### src/rtl/core_pkg.sv
// Shared definitions for the core pipeline control: the hazard FSM states,
// the register-index width, and the pipeline stage indices.
package core_pkg;

  localparam int REGW = 5;

  // Stage indices. stall[i] holds the register feeding stage i.
  // flush[i] loads a bubble into that same register.
  localparam int STG_PC  = 0;
  localparam int STG_ID  = 1;
  localparam int STG_EX  = 2;
  localparam int STG_MEM = 3;
  localparam int STG_WB  = 4;

  typedef enum logic [1:0] {
    RUN,
    MD_WAIT,
    TRAP,
    REFILL
  } hc_state_t;

endpackage

### src/rtl/hazard_detect.sv
// Load-use comparator: the load in EX writes a register that the instruction
// in ID reads. Register x0 never creates a dependency.
module hazard_detect #(
  parameter int REGW = core_pkg::REGW
) (
  input  logic [REGW-1:0] id_rs1,
  input  logic [REGW-1:0] id_rs2,
  input  logic            id_use_rs1,
  input  logic            id_use_rs2,
  input  logic [REGW-1:0] ex_rd,
  input  logic            ex_is_load,
  output logic            load_use
);

  assign load_use = ex_is_load && (ex_rd != '0) &&
                    ((id_use_rs1 && (id_rs1 == ex_rd)) ||
                     (id_use_rs2 && (id_rs2 == ex_rd)));

endmodule

### src/rtl/hazard_ctrl.sv
// Central stall/flush control for the 5-stage pipeline. The outputs are
// combinational from the state and the inputs. The FSM tracks mul/div
// occupancy and trap refill.
module hazard_ctrl
  import core_pkg::*;
#(
  parameter int REGW         = core_pkg::REGW,
  parameter int CNTW         = 64,
  parameter int TRAP_BUBBLES = 1
) (
  input  logic            clk,
  input  logic            reset,
  input  logic [REGW-1:0] id_rs1,
  input  logic [REGW-1:0] id_rs2,
  input  logic            id_use_rs1,
  input  logic            id_use_rs2,
  input  logic [REGW-1:0] ex_rd,
  input  logic            ex_is_load,
  input  logic            ex_branch_taken,
  input  logic            ex_md_start,
  input  logic            md_done,
  output logic            md_kill,
  input  logic            mem_trap,
  input  logic            mem_mret,
  input  logic            imem_busy,
  input  logic            dmem_busy,
  output logic            stall_pc,
  output logic            stall_id,
  output logic            stall_ex,
  output logic            stall_mem,
  output logic            flush_id,
  output logic            flush_ex,
  output logic            flush_mem,
  output logic            flush_wb,
  output logic [CNTW-1:0] stall_cycles
);

  hc_state_t            state, state_nxt;
  logic [1:0]           bub_cnt, bub_nxt;
  logic                 load_use;
  logic                 redirect;
  logic                 stall_any;
  int                   stall_lvl;
  logic                 kill;
  logic [STG_MEM:STG_PC] stall_v;
  logic [STG_WB:STG_ID]  flush_v;

  hazard_detect #(.REGW(REGW)) u_detect (
    .id_rs1     (id_rs1),
    .id_rs2     (id_rs2),
    .id_use_rs1 (id_use_rs1),
    .id_use_rs2 (id_use_rs2),
    .ex_rd      (ex_rd),
    .ex_is_load (ex_is_load),
    .load_use   (load_use)
  );

  assign redirect = mem_trap | mem_mret;

  always_comb begin
    // NOTE: every variable gets a default before the case so no latch is inferred.
    state_nxt = state;
    bub_nxt   = bub_cnt;
    stall_any = 1'b0;
    stall_lvl = STG_PC;
    flush_v   = '0;
    kill      = 1'b0;
    stall_v   = '0;

    unique case (state)
      RUN: begin
        if (dmem_busy) begin
          stall_any = 1'b1;
          stall_lvl = STG_MEM;
        end else if (redirect) begin
          flush_v   = '1;
          kill      = ex_md_start;
          state_nxt = TRAP;
        end else if (ex_branch_taken) begin
          flush_v[STG_ID] = 1'b1;
          flush_v[STG_EX] = 1'b1;
        end else if (ex_md_start) begin
          stall_any = 1'b1;
          stall_lvl = STG_EX;
          state_nxt = MD_WAIT;
        end else if (load_use) begin
          stall_any = 1'b1;
          stall_lvl = STG_ID;
        end else if (imem_busy) begin
          stall_any = 1'b1;
        end
      end
      MD_WAIT: begin
        if (dmem_busy) begin
          stall_any = 1'b1;
          stall_lvl = STG_MEM;
        end else if (redirect) begin
          flush_v   = '1;
          kill      = 1'b1;
          state_nxt = TRAP;
        end else if (md_done) begin
          state_nxt = RUN;
        end else begin
          stall_any = 1'b1;
          stall_lvl = STG_EX;
        end
      end
      TRAP: begin
        flush_v[STG_ID]  = 1'b1;
        flush_v[STG_EX]  = 1'b1;
        flush_v[STG_MEM] = 1'b1;
        bub_nxt          = 2'(TRAP_BUBBLES);
        state_nxt        = REFILL;
      end
      REFILL: begin
        if (redirect) begin
          flush_v   = '1;
          state_nxt = TRAP;
        end else begin
          flush_v[STG_ID] = 1'b1;
          if (imem_busy) begin
            stall_any = 1'b1;
          end else begin
            bub_nxt = bub_cnt - 2'd1;
            if (bub_cnt == 2'd1) state_nxt = RUN;
          end
        end
      end
      default: state_nxt = RUN;
    endcase

    // Stall everything up to the deepest held stage and bubble the stage after it.
    // A flush on the same register wins over a stall.
    for (int s = STG_PC; s <= STG_MEM; s++)
      if (stall_any && s <= stall_lvl) stall_v[s] = 1'b1;
    for (int s = STG_ID; s <= STG_WB; s++)
      if (stall_any && s == stall_lvl + 1) flush_v[s] = 1'b1;
    for (int s = STG_ID; s <= STG_MEM; s++)
      if (flush_v[s]) stall_v[s] = 1'b0;
  end

  assign stall_pc  = !reset && stall_v[STG_PC];
  assign stall_id  = !reset && stall_v[STG_ID];
  assign stall_ex  = !reset && stall_v[STG_EX];
  assign stall_mem = !reset && stall_v[STG_MEM];
  assign flush_id  = reset || flush_v[STG_ID];
  assign flush_ex  = reset || flush_v[STG_EX];
  assign flush_mem = reset || flush_v[STG_MEM];
  assign flush_wb  = reset || flush_v[STG_WB];
  assign md_kill   = !reset && kill;

  always_ff @(posedge clk) begin
    // NOTE: sequential state is assigned with non-blocking (<=) only.
    if (reset) begin
      state        <= RUN;
      bub_cnt      <= '0;
      stall_cycles <= '0;
    end else begin
      state   <= state_nxt;
      bub_cnt <= bub_nxt;
      if (stall_pc) stall_cycles <= stall_cycles + CNTW'(1);
    end
  end

  // A taken redirect and a mul/div issue cannot come from the same EX instruction.
  a_no_branch_md: assert property (@(posedge clk) disable iff (reset)
    !(state == RUN && ex_branch_taken && ex_md_start));

endmodule

### config.mk
export PLATFORM = sky130hd
export DESIGN_NAME = hazard_ctrl
export DESIGN_NICKNAME = d
export VERILOG_FILES = /design/src/rtl/core_pkg.sv /design/src/rtl/hazard_detect.sv /design/src/rtl/hazard_ctrl.sv
export SDC_FILE = /design/constraint.sdc
export NUM_CORES = 1
export LEC_CHECK = 0
export BUFFER_PORTS_ARGS = -buffer_cell sky130_fd_sc_hd__buf_4
export CAP_MARGIN = 20
export CORE_MARGIN = 3
export CORE_UTILIZATION = 30
export DETAILED_ROUTE_END_ITERATION = 12
export PLACE_DENSITY = 0.54
export SYNTH_ARGS = -nofsm -noshare
export SYNTH_HDL_FRONTEND = slang
export SYNTH_SLANG_ARGS = --single-unit
export TNS_END_PERCENT = 50
### constraint.sdc
create_clock -name clk -period 3.6 [get_ports clk]
set_input_delay 0.18 -clock clk [delete_from_list [all_inputs] [get_ports clk]]
set_output_delay 0.18 -clock clk [all_outputs]
set_load 0.1 [all_outputs]
======== Word-level counts from Yosys, hierarchy flattened ========
Index checks and enable logic that the tools add are counted.
operators by class
  add/subtract/negate cells ............... 3
  multiply operators ...................... 0
  div/mod/pow operators ................... 0
  $lt $le $gt $ge ......................... 4
  eq/ne operators ......................... 19
  shift operators ......................... 0
  mux-type cells .......................... 59
  bitwise gates (word level) .............. 1
  reduce and logical (&&, ||, !) cells .... 28
operator list
  cell                                                                               number
  64-bit by 1-bit adder with 64-bit output (second input constant)                   1
  3-bit by 32-bit == test with 1-bit output (first input constant)                   2
  3-bit by 32-bit less-or-equal comparator with 1-bit output (first input constant)  2
  32-bit 2-to-1 mux                                                                  2
  32-bit one-hot mux with 2 select lines                                             1
  2-bit 2-to-1 mux                                                                   20
  32-bit by 2-bit adder with 32-bit output (second input constant)                   1
  2-bit by 32-bit == test with 1-bit output (first input constant)                   1
  4-bit by 32-bit == test with 1-bit output (first input constant)                   1
  1-bit by 32-bit less-or-equal comparator with 1-bit output (first input constant)  1
  2-bit by 32-bit less-or-equal comparator with 1-bit output (first input constant)  1
  1-bit 2-to-1 mux                                                                   26
  1-bit logical AND                                                                  17
  3-bit inequality test (second input constant)                                      5
  4-bit 2-to-1 mux                                                                   3
  3-bit one-hot mux with 4 select lines                                              1
  5-bit == test                                                                      2
  2-bit inequality test (second input constant)                                      4
  2-bit one-hot mux with 4 select lines                                              1
  7-bit AND reduction                                                                1
  1-bit one-hot mux with 3 select lines                                              2
  1-bit logical OR                                                                   5
  5-bit nonzero test                                                                 1
  2-bit by 1-bit == test with 1-bit output (second input constant)                   2
  10 further kinds                                                                   11
word-level totals
  bits in registers ....................... 68
  bits in latches ......................... 0
  bits in writable memories ............... 0
  bits in read-only memories .............. 0
  input bits .............................. 27
  output and inout bits ................... 73
  word-level logic and storage cells ...... 117
  memories ................................ 0

======== Depth between registers and ports, before layout ========
  depth in word-level cells ............... 16
  gate-level depth with buffers ........... 10
  depth with buffers taken out ............ 6

======== Modules after synthesis ========
A second synthesis with hierarchy kept.
unflattened totals
  cell total of the unflattened synthesis .. 490
  area, all modules ....................... 3,896.2 sq um
modules (own cells, without submodules)
  module         instances  cells an instance  area an instance (sq um)  sequential area each (sq um)
  hazard_ctrl    1          473                3,762.4                   1,361.3
  hazard_detect  1          17                 133.9                     0.0

======== Worst setup path before layout ========
OpenSTA, ideal clock, no wires.
  path kind ............................... flip-flop to output port
  start ................................... reg state[0]
  end ..................................... out stall_ex
  arrival time ............................ 3.459 ns
  required time ........................... 3.420 ns
  path slack .............................. -0.039 ns
  cell stages (with the launch flop) ...... 6
  path buffers ............................ 1
  path through ............................ dfxtp_1 buf_4 or4b_4 a21oi_4 a21oi_1 a211oi_1
on the way
  longest elaborated chain between the ends .. 8
  elaborated cells between the ends (all ways) .. 16
  classes of those cells .................. add/sub: 1; order compare: 1; eq/ne: 4; mux: 6; reduce/logical: 4
RTL lines
  item                                                                           line                RTL
  start: declaration                                                             hazard_ctrl.sv:38   hc_state_t state, state_nxt;
  start signal: assignment                                                       hazard_ctrl.sv:159  state <= state_nxt;
  2-bit by 1-bit == test with 1-bit output or 2-bit logical NOT (tied branches)  hazard_ctrl.sv:70   unique case (state)
  32-bit one-hot mux with 2 select lines                                         hazard_ctrl.sv:70
  32-bit by 2-bit adder with 32-bit output                                       hazard_ctrl.sv:137  if (stall_any && s == stall_lvl + 1) flush_v[s] = 1'b1;
  3-bit by 32-bit == test with 1-bit output                                      hazard_ctrl.sv:137
  1-bit logical AND                                                              hazard_ctrl.sv:137
  1-bit 2-to-1 mux                                                               hazard_ctrl.sv:137
  1-bit 2-to-1 mux (*)                                                           hazard_ctrl.sv:139  if (flush_v[s]) stall_v[s] = 1'b0;
  1-bit logical AND (*)                                                          hazard_ctrl.sv:144  assign stall_ex = !reset && stall_v[STG_EX];
  end: declaration                                                               hazard_ctrl.sv:29   output logic stall_ex,
Every way passes the cells marked *; elsewhere a longest branch is shown, timed or not.

======== Final worst setup path ========
  start ................................... reg state[0]
  end ..................................... out stall_pc
on the way
  longest elaborated chain between the ends .. 6
  elaborated cells between the ends (all ways) .. 9
  classes of those cells .................. order compare: 1; eq/ne: 2; mux: 3; reduce/logical: 3
RTL lines
  item                                                                           line                RTL
  2-bit by 1-bit == test with 1-bit output or 2-bit logical NOT (tied branches)  hazard_ctrl.sv:70
  32-bit one-hot mux with 2 select lines                                         hazard_ctrl.sv:70
  1-bit by 32-bit less-or-equal comparator with 1-bit output                     hazard_ctrl.sv:135  if (stall_any && s <= stall_lvl) stall_v[s] = 1'b1;
  1-bit logical AND (*)                                                          hazard_ctrl.sv:135
  1-bit 2-to-1 mux (*)                                                           hazard_ctrl.sv:135
  1-bit logical AND (*)                                                          hazard_ctrl.sv:142  assign stall_pc = !reset && stall_v[STG_PC];
  end: declaration                                                               hazard_ctrl.sv:27   output logic stall_pc,
Marks and branches as above.

==> results.rst <==
.. list-table::
   :header-rows: 1

   * - Metric
     - Value
   * - Pin count of the biggest net entering global routing
     - 94
   * - Clk_lat worst skew
     - 0.33 ns
   * - Clock tree from TritonCTS
     - done
   * - Cell chosen for the clock root
     - clkbuf_16
   * - MaxCap Viol Count
     - 0
   * - Period Utilization, post-route
     - 73.9%
   * - Average vias per placed instance
     - 5.54
   * - Initial core utilization
     - 31.5%
   * - Ratio of cells with drive above 1 in the final layout
     - 23.3%
   * - Cell with the largest stage delay on the worst path
     - dfxtp_1
   * - Total global routing overflow
     - 0
   * - Biggest fanout along the worst timing path
     - 93
   * - Endpoint class of the critical path
     - output pin
   * - Cts-stage hold buffer count
     - 0
   * - Area share of fa/ha/maj cells after synthesis
     - 0.643%
   * - Final Max Tran Viols
     - 0
   * - TritonCTS buffer count
     - 9
   * - Ys Warns
     - 0
   * - Largest buffer count on any clock path
     - 2
   * - Achievable clock frequency
     - 376 MHz
   * - Number of global-route vias before repair
     - 3657
   * - Post-Synth XOR/XNOR Area
     - 2.70%
   * - Series of cell instances along the critical path
     - or4b_4, a21oi_4, a21o_4, a21oi_4, buf_12, nor2_1, buf_4
   * - Main combinational cell family by area after synthesis
     - simple AND/OR/NAND/NOR gates
   * - Number of register bits inferred by synthesis
     - 68
   * - Area of the core region
     - 12400 um^2
   * - Largest delay contributor family on the critical path
     - simple AND/OR/NAND/NOR gates
   * - Number of antenna violations at the first check in global routing
     - 0
   * - Floorplan row count
     - 40
   * - Register clock-pin slew on the reported worst setup and hold paths
     - 0.06 ns
   * - Leakage power
     - 1.73 nW
   * - Setup repair after global routing missed its margin
     - false
   * - Clock net sink count
     - 68
   * - Total wirelength of the detailed-routed design
     - 11.4 mm
   * - Antenna Cells
     - 0
   * - Actual slew at the worst max-slew pin
     - 0.843 ns
   * - Worst slew slack as a fraction of its limit
     - 43.8%
   * - Distinct cell type count of the synthesized netlist
     - 54
   * - Compound-cell area share of the yosys netlist
     - 24.4%
   * - Fraction of registers with async set/reset
     - 0%
   * - Worst voltage drop across the vdd grid
     - 0.000270 V
   * - Fraction of synthesized area in multiplexers
     - 0.546%
   * - Last weighted congestion value of the routability-driven placer
     - 0.776
   * - Number of gates given a new drive strength after cts
     - 0
   * - Area grow syn2layout
     - 28.9%
   * - Syn nets
     - 509
   * - Synth Area per Inst
     - 8.11 um^2
   * - Path type of the worst setup path
     - reg2out
   * - Slowest stage delay, CP
     - 0.52 ns
   * - Commonest cells after routing, fill and taps aside
     - buf_4 (103), dfxtp_1 (68), a21oi_1 (61)
   * - Count of mapped cells out of synthesis
     - 480
   * - Most common cell after layout, fill and taps aside
     - buf_4
   * - Share of synthesized area occupied by flip-flops and latches
     - 35.0%
   * - Global-route wire length before repair
     - 18.7 mm
   * - Most Frequent Cell on Critical Path
     - a21oi_4
   * - Minimum clock period
     - 2.66 ns
   * - Data arrival, critical path
     - 2.48 ns
   * - Die extent in y
     - 120 um
   * - 1st-iter DRT viols
     - 330
   * - Startpoint class of the critical path
     - register
   * - Power density cells
     - 374 nW/um^2
   * - Count of buffers from port buffering
     - 99
   * - Number of synthesized flops with an enable pin
     - 0
   * - TNS Setup
     - 0 ns
   * - Number of levels the H-tree was split into
     - 3
   * - Count of nets after finishing
     - 586
   * - Worst clock skew on the final layout
     - 0.0110 ns
   * - Synth Flop Type
     - dfxtp_1
   * - Run status
     - finished clean
   * - Data required time of the critical path
     - 3.42 ns
   * - Die X
     - 120 um
   * - Crit path buf inv count
     - 2
   * - Hold/Removal Path Class
     - in2reg
   * - Vias
     - 4045
   * - Synthesized-area fraction occupied by and/or/nand/nor cells
     - 30.7%
   * - Setup violators final
     - 0
   * - # DRC
     - 0
   * - Hold WS
     - 0.296 ns
   * - Die outline area
     - 14400 um^2
   * - Per-cell routed wire length
     - 15.7 um
   * - Overall routing resource usage
     - 15.7%
   * - Remaining number of nets flagged by the antenna check after routing
     - 0
   * - Syn Std Cell Area
     - 3890 um^2
   * - Post-detail-place hpwl
     - 7.96 mm
   * - I/O pin total
     - 100
   * - Post-CTS Repair Setup Buffers
     - 0
   * - Total iterations of the first detailed-routing run
     - 4
   * - Final Hold Fails
     - 0
cell type report:
class | instances | area [um^2]
fillers | 1305 | 7350
multi-input cells | 364 | 2310
flip-flops and latches | 68 | 1360
repair buffers | 104 | 793
clock buffers | 10 | 239
well taps | 168 | 210
clock inverters | 6 | 63.8
inverters | 10 | 37.5
worst min-delay path, stage by stage:
cell	delay (ns)
buf_4	0.11
inv_1	0.08
nand2_1	0.12
a21oi_1	0.07
final timing paths:
| path | start | to | slack (ns) | cells past startpoint |
|---|---|---|---|---|
| worst min register to register | stall_cycles[63] | stall_cycles[63] | 0.48 | 2 |
| worst max-delay path | state[0] | stall_pc | 0.94 | 7 |
| worst max register to register | stall_cycles[42] | stall_cycles[59] | 1.05 | 6 |
| worst min-delay path | dmem_busy | state[1] | 0.30 | 4 |
cell usage after synthesis (2+ instances only):
cell | number | area share (%)
a211oi_1 | 4 | 0.77
a21oi_1 | 61 | 7.8
and2_1 | 6 | 0.96
and3_1 | 5 | 0.80
and4_1 | 12 | 2.7
buf_2 | 9 | 1.2
buf_4 | 3 | 0.58
buf_6 | 4 | 1.2
clkbuf_1 | 22 | 2.1
dfxtp_1 | 68 | 35
ha_1 | 2 | 0.64
inv_1 | 9 | 0.87
nand2_1 | 27 | 2.6
nand2b_1 | 2 | 0.32
nand3_1 | 29 | 3.7
nand4_1 | 20 | 3.2
nor2_1 | 20 | 1.9
nor2b_1 | 2 | 0.32
nor3_1 | 2 | 0.26
nor4_1 | 5 | 0.80
o21ai_0 | 16 | 2.1
o21ai_1 | 11 | 1.4
o21ba_1 | 3 | 0.77
o31a_1 | 3 | 0.68
o31ai_1 | 37 | 7.1
o41ai_1 | 2 | 0.45
or2_2 | 2 | 0.32
or3_1 | 21 | 3.4
or4_1 | 37 | 7.1
or4b_1 | 2 | 0.51
xnor2_1 | 10 | 2.2
xor2_1 | 2 | 0.45
logic make-up after synthesis:
| group | count (synthesis) |
|---|---|
| buffers and inverters | 48 |
| adders and majority gates | 2 |
| and+or+nand+nor | 198 |
| AOI/OAI and AO/OA | 150 |
| DFF | 68 |
| xor gates and xnor gates | 12 |
| muxes | 2 |
flip-flops by register name, indices dropped and copies added (netlist names):
name	cells
state	2
stall_cycles	64
bub_cnt	2
through the flow:
stage / util, % / cells / instance area, um^2 / power (mW) / worst slack (ns)
after floorplan: - / 480 / 3900 / 0.949 / 0.0593
after global placement: 38.1 / 714 / 4710 / 1.00 / 1.08
after detailed placement: 38.1 / 714 / 4710 / 1.01 / 1.05
after CTS: 40.6 / 730 / 5020 / 1.90 / 0.941
after global routing: 40.6 / 730 / 5020 / 1.94 / 0.709
final: 40.6 / 730 / 5020 / 1.88 / 0.939
per-layer routing:
metal / track usage (%) / up-vias / part of all wire [%]
met5: 0 / - / 0
met3: 4.24 / 9 / 6.0
met4: 3.94 / 0 / 0.87
li1: - / 2021 / -
met2: 24.6 / 104 / 45
met1: 21.3 / 1911 / 48
power breakdown:
group          total (mW)  internal (mW)  switching (mW)  leakage (nW)
clock network       0.888          0.553           0.334         0.144
registers           0.770          0.759          0.0113         0.548
logic               0.219         0.0643           0.155          1.04
total                1.88           1.38           0.501          1.73
Power figures use the tool's default switching activity.
